## src/rtl/fetch_unit.sv

```systemverilog
// Stage-I fetch front end: owns the PC, drives the synchronous I-cache and
// pipelines the fetch PC toward the X and M stages.
module fetch_unit #(
   parameter logic [31:0] RESET_PC = 32'h4000_0000,
   parameter logic [31:0] NOP_INST = 32'h0000_0013
) (
   input  logic        clk,
   input  logic        reset,
   input  logic [1:0]  PC_Sel,
   input  logic [31:0] ALU_Out,
   input  logic        Inst_Kill,
   input  logic        fetch_stall,
   output logic [31:0] icache_addr,
   output logic        icache_re,
   input  logic [31:0] icache_dout,
   output logic [31:0] inst,
   output logic        inst_valid,
   output logic [31:0] PC_I,
   output logic [31:0] PC_X,
   output logic [31:0] PC4_M
);

   localparam logic [1:0] PCSEL_ALU = 2'd1;

   logic [31:0] pcI_q, pcI_d;
   logic        boot_q;
   logic        pendV_q, pendV_d;
   logic [31:0] pendTgt_q, pendTgt_d;
   logic [31:0] pcX_q, pcX_d;
   logic [31:0] pc4M_q;

   logic        redir;
   logic [31:0] tgt;

   assign redir = (PC_Sel == PCSEL_ALU);
   assign tgt   = {ALU_Out[31:1], 1'b0};

   // A stall freezes the PC; a redirect arriving during a stall is parked
   // and replayed on the first unstalled cycle, ahead of any new redirect.
   always_comb begin
      pcI_d     = pcI_q + 32'd4;
      pendV_d   = pendV_q;
      pendTgt_d = pendTgt_q;
      if (!boot_q || fetch_stall) begin
         pcI_d = pcI_q;
      end else if (pendV_q) begin
         pcI_d = pendTgt_q;
      end else if (redir) begin
         pcI_d = tgt;
      end
      if (fetch_stall) begin
         if (redir) begin
            pendV_d   = 1'b1;
            pendTgt_d = tgt;
         end
      end else begin
         pendV_d = 1'b0;
      end
   end

   always_comb begin
      inst       = icache_dout;
      inst_valid = 1'b1;
      if (!boot_q || fetch_stall || Inst_Kill || pendV_q) begin
         inst       = NOP_INST;
         inst_valid = 1'b0;
      end
      pcX_d = pcX_q;
      if (!fetch_stall && inst_valid) begin
         pcX_d = pcI_q;
      end
   end

   always_ff @(posedge clk or negedge reset) begin
      if (!reset) begin
         pcI_q     <= RESET_PC;
         boot_q    <= 1'b0;
         pendV_q   <= 1'b0;
         pendTgt_q <= 32'd0;
         pcX_q     <= 32'd0;
         pc4M_q    <= 32'd0;
      end else begin
         pcI_q     <= pcI_d;
         boot_q    <= 1'b1;
         pendV_q   <= pendV_d;
         pendTgt_q <= pendTgt_d;
         pcX_q     <= pcX_d;
         pc4M_q    <= pcX_q + 32'd4;
      end
   end

   // Reads stay enabled until the first real fetch so the reset word is primed.
   assign icache_re   = ~fetch_stall | ~boot_q;
   assign icache_addr = pcI_d;
   assign PC_I        = pcI_q;
   assign PC_X        = pcX_q;
   assign PC4_M       = pc4M_q;

endmodule

```

## config.mk

```make
export PLATFORM = sky130hd
export DESIGN_NAME = fetch_unit
export DESIGN_NICKNAME = d
export VERILOG_FILES = /design/src/rtl/fetch_unit.sv
export SDC_FILE = /design/constraint.sdc
export NUM_CORES = 1
export LEC_CHECK = 0
export BUFFER_PORTS_ARGS = -buffer_cell sky130_fd_sc_hd__buf_2
export CORE_MARGIN = 2
export CORE_UTILIZATION = 41
export CTS_CLUSTER_SIZE = 14
export DETAILED_ROUTE_END_ITERATION = 6
export GPL_ROUTABILITY_DRIVEN = 0
export PLACE_DENSITY = 0.71
export SLEW_MARGIN = 20
export SYNTH_ARGS = -nofsm -noshare
export SYNTH_HDL_FRONTEND = slang
export SYNTH_SLANG_ARGS = --single-unit
```

## constraint.sdc

```tcl
create_clock -name clk -period 5 [get_ports clk]
set_input_delay 0.25 -clock clk [delete_from_list [all_inputs] [get_ports clk]]
set_output_delay 0.25 -clock clk [all_outputs]
set_load 0.02 [all_outputs]
```

==> summary.md <==
| Metric | Value |
|---|---|
| Post-synth EDFFs | 0 |
| Largest family of logic cells by synthesized area | simple AND/OR/NAND/NOR gates |
| Width of the die | 129.0 um |
| Total CTS buffers | 17 |
| Crit. End Element | primary output |
| Status | completed |
| Synth Cell Area | 6402 um2 |
| Critical path startpoint category | register |
| Fill cells | 1,381 |
| Clk root buf | clkbuf_16 |
| Area growth syn-to-layout | 29.78% |
| Mean Syn Cell Area | 10.28 um2 |
| Largest net degree at the start of global routing | 74 |
| DPL Wire Length | 12,720 um |
| Adder-cell share of the synthesized area | 0.3909% |
| FF-to-FF path depth | 6 |
| Antenna-violating nets left | 0 |
| Fmax achieved | 308.3 MHz |
| Critical Path End | icache_addr[28] |
| Hold Crit Class | in2reg |
| Peak VDD IR | 248.0 uV |
| Post-layout min period | 3244 ps |
| Die height | 129.0 um |
| Clk slew on worst S/H paths | 60 ps |
| Register bit count reported by yosys | 129 |
| Cts hold-fix bufs | 1 |
| Compound-gate portion of the synthesized area | 11.39% |
| Mean routed wirelength per cell | 16.67 um |
| Final wirelength | 17,780 um |
| Critical R2R Launch | PC_I[2]$_DFF_PN0_ |
| Kind of critical path | reg2out |
| RSZ-0062 raised after global routing | false |
| Crit path required time | 4750 ps |
| Synth Warn # | 0 |
| XOR/XNOR Fraction of Synth Area | 4.788% |
| Max-slew headroom | 43.68% |
| Post-CTS Setup Repair Bufs | 0 |
| PwrDens | 484.7 nW/um2 |
| Simple-Gate Fraction of Synth Area | 19.07% |
| FF-to-FF End | PC_I[28]$_DFF_PN0_ |
| CTS tree | built |
| Fraction of registers with async set/reset | 100.0% |
| Max Transition Viols Final | 0 |
| Setup TNS | 0 ps |
| Final Skew | 10.41 ps |
| Initial Util | 41.96% |
| Sink Count | 129 |
| Syn Nets | 695 |
| Worst hold margin | 69.12 ps |
| Vias in the first global route | 5,199 |
| First-pass GRT wire length | 28,210 um |
| Max-cap violations | 0 |
| Fin. Hold Viols | 0 |
| Crit path launch | PC_I[2]$_DFF_PN0_ |
| Finish-stage setup viols | 0 |
| Leakage | 3.932 nW |
| Sequential Area | 3231 um2 |
| Core box area | 15,260 um2 |
| Clock Tree Buf Depth | 2 |
| H-tree depth | 4 |
| DR iter-0 viols | 492 |
| Ports | 232 |
| Post-CTS sizing | 0 |
| Drc violations | 0 |
| GR Overflow Total | 0 |
| Worst slew pin tran | 837.8 ps |
| Buffers on Ports | 230 |
| Worst Path Arrival | 2990 ps |
| Clk Latency, worst-skew pair | 430 ps |
| FP Rows | 45 |
| Seq/Total Area, Yosys | 50.44% |
| Initial antenna violation count | 1 |
| Post-synth cell types | 58 |
| Reg2Reg Setup Slack | 2540 ps |
| Fin crit share | 64.88% |
| Total GRT Usage | 21.89% |
| Post-synth top flop | dfrtp_1 |
| Crit-path max FO | 8 |
| Multiplexer share of the synthesized area | 10.73% |
| Routed vias/inst | 5.185 |
| Drt pass-1 iters | 5 |
| Post-Synthesis Cells | 623 |
| Area of the multi-input gates | 2983 um2 |
| Layout cells sized above 1 | 40.28% |
| Via Count | 5,527 |
| Nets | 913 |
| Die footprint | 16,630 um2 |
[cell usage in the layout (no fill, tap or decap), types with 11 or more instances in the layout]
master     count
a21oi_1       39
and2_1        33
buf_2        229
clkbuf_16     17
dfrtp_1      127
mux2_2        61
nand2_1       57
nand3_1       23
nand4_1       16
nor2_1        39
nor3_1        11
o21ai_0       33
xnor2_1       26
[state kept, by name, indices dropped and copies added (netlist names)]
signal     count
PC_X          32
PC4_M         32
boot_q         1
pendV_q        1
pendTgt_q     31
PC_I          32
[report_power, final]
part / switching (mW) / total (mW) / internal [mW] / leakage (nW)
registers: 0.303 / 1.63 / 1.33 / 1.56
logic: 0.758 / 1.23 / 0.471 / 2.10
clock network: 0.479 / 1.17 / 0.689 / 0.269
[kinds of logic after synthesis]
group / count (synthesis)
muxes: 61
other: 1
xor gates and xnor gates: 35
DFF: 129
adders and majority gates: 2
and+or+nand+nor: 227
buffers and inverters: 50
AOI/OAI and AO/OA: 118
[cell type report]
cell class / count / share of cell area, %
clock inverters: 14 / 1.626
diodes: 1 / 0.03012
flip-flops and latches: 129 / 38.88
well taps: 211 / 3.177
repair buffers: 239 / 14.77
clock buffers: 18 / 5.165
multi-input cells: 444 / 35.90
inverters: 10 / 0.4517
[how the worst min path moves through the flow]
stage	from	end	slack (ps)	depth (start not counted)
floorplan	reset	PC4_M[0]$_DFF_PN0_	-50	0
global placement	reset	PC4_M[29]$_DFF_PN0_	300	1
detailed placement	reset	PC4_M[29]$_DFF_PN0_	310	1
CTS	ALU_Out[11]	pendTgt_q[11]$_DFFE_PN0P_	60	2
global route	ALU_Out[27]	pendTgt_q[27]$_DFFE_PN0P_	60	2
finish	ALU_Out[19]	pendTgt_q[19]$_DFFE_PN0P_	70	2
[routing by layer]
layer | GRT usage (%) | up-vias | wire, um
met5 | 0 | - | 0
met4 | 9.015 | 0 | 458
met3 | 5.780 | 35 | 1076
met2 | 32.43 | 190 | 8116
met1 | 30.53 | 2634 | 8123
li1 | - | 2668 | -
[synthesized netlist by cell type (all sizes together) (3+ instances only)]
cell type  count  area (um2)
dfrtp        128        3203
mux2          61       686.9
nand2         57       214.0
nor2          40       152.6
a21oi         39       195.2
o21ai         35       175.2
and2          33       206.5
clkbuf        28       105.1
xnor2         26       227.7
nand3         23       115.1
nand4         18       133.9
nor3          13       70.07
buf           12       57.56
and3          10       62.56
inv           10       37.54
xor2           9       78.83
nand2b         8       50.05
nor4           8       86.33
a211oi         7       57.55
a221oi         4       35.03
and4           4       35.03
o31ai          4       30.03
or3            4       25.02
a2bb2oi        3       26.28
a31oi          3       18.77
a41oi          3       26.28
nand3b         3       22.52
o211ai         3       22.52
[critical path: stages (launching register included)]
cell and delay [ps]:
dfrtp_1 470, ha_1 330, nand2_1 130, or3_1 510
nor4_4 370, nand2_1 90, a221oi_1 420, buf_2 240
[stage by stage]
stage	util, %	instance area [um2]	total power [mW]	cells	setup WS, ps
after floorplan	-	6402	2.366	623	2308
after global placement	50.68	7732	2.852	1032	2307
final	54.46	8309	4.027	1066	1756
after CTS	54.44	8307	4.058	1065	1793
after global routing	54.44	8307	4.243	1065	1556
after detailed placement	50.68	7732	2.881	1032	2254
No activity file was read; power rests on OpenSTA's default activity.
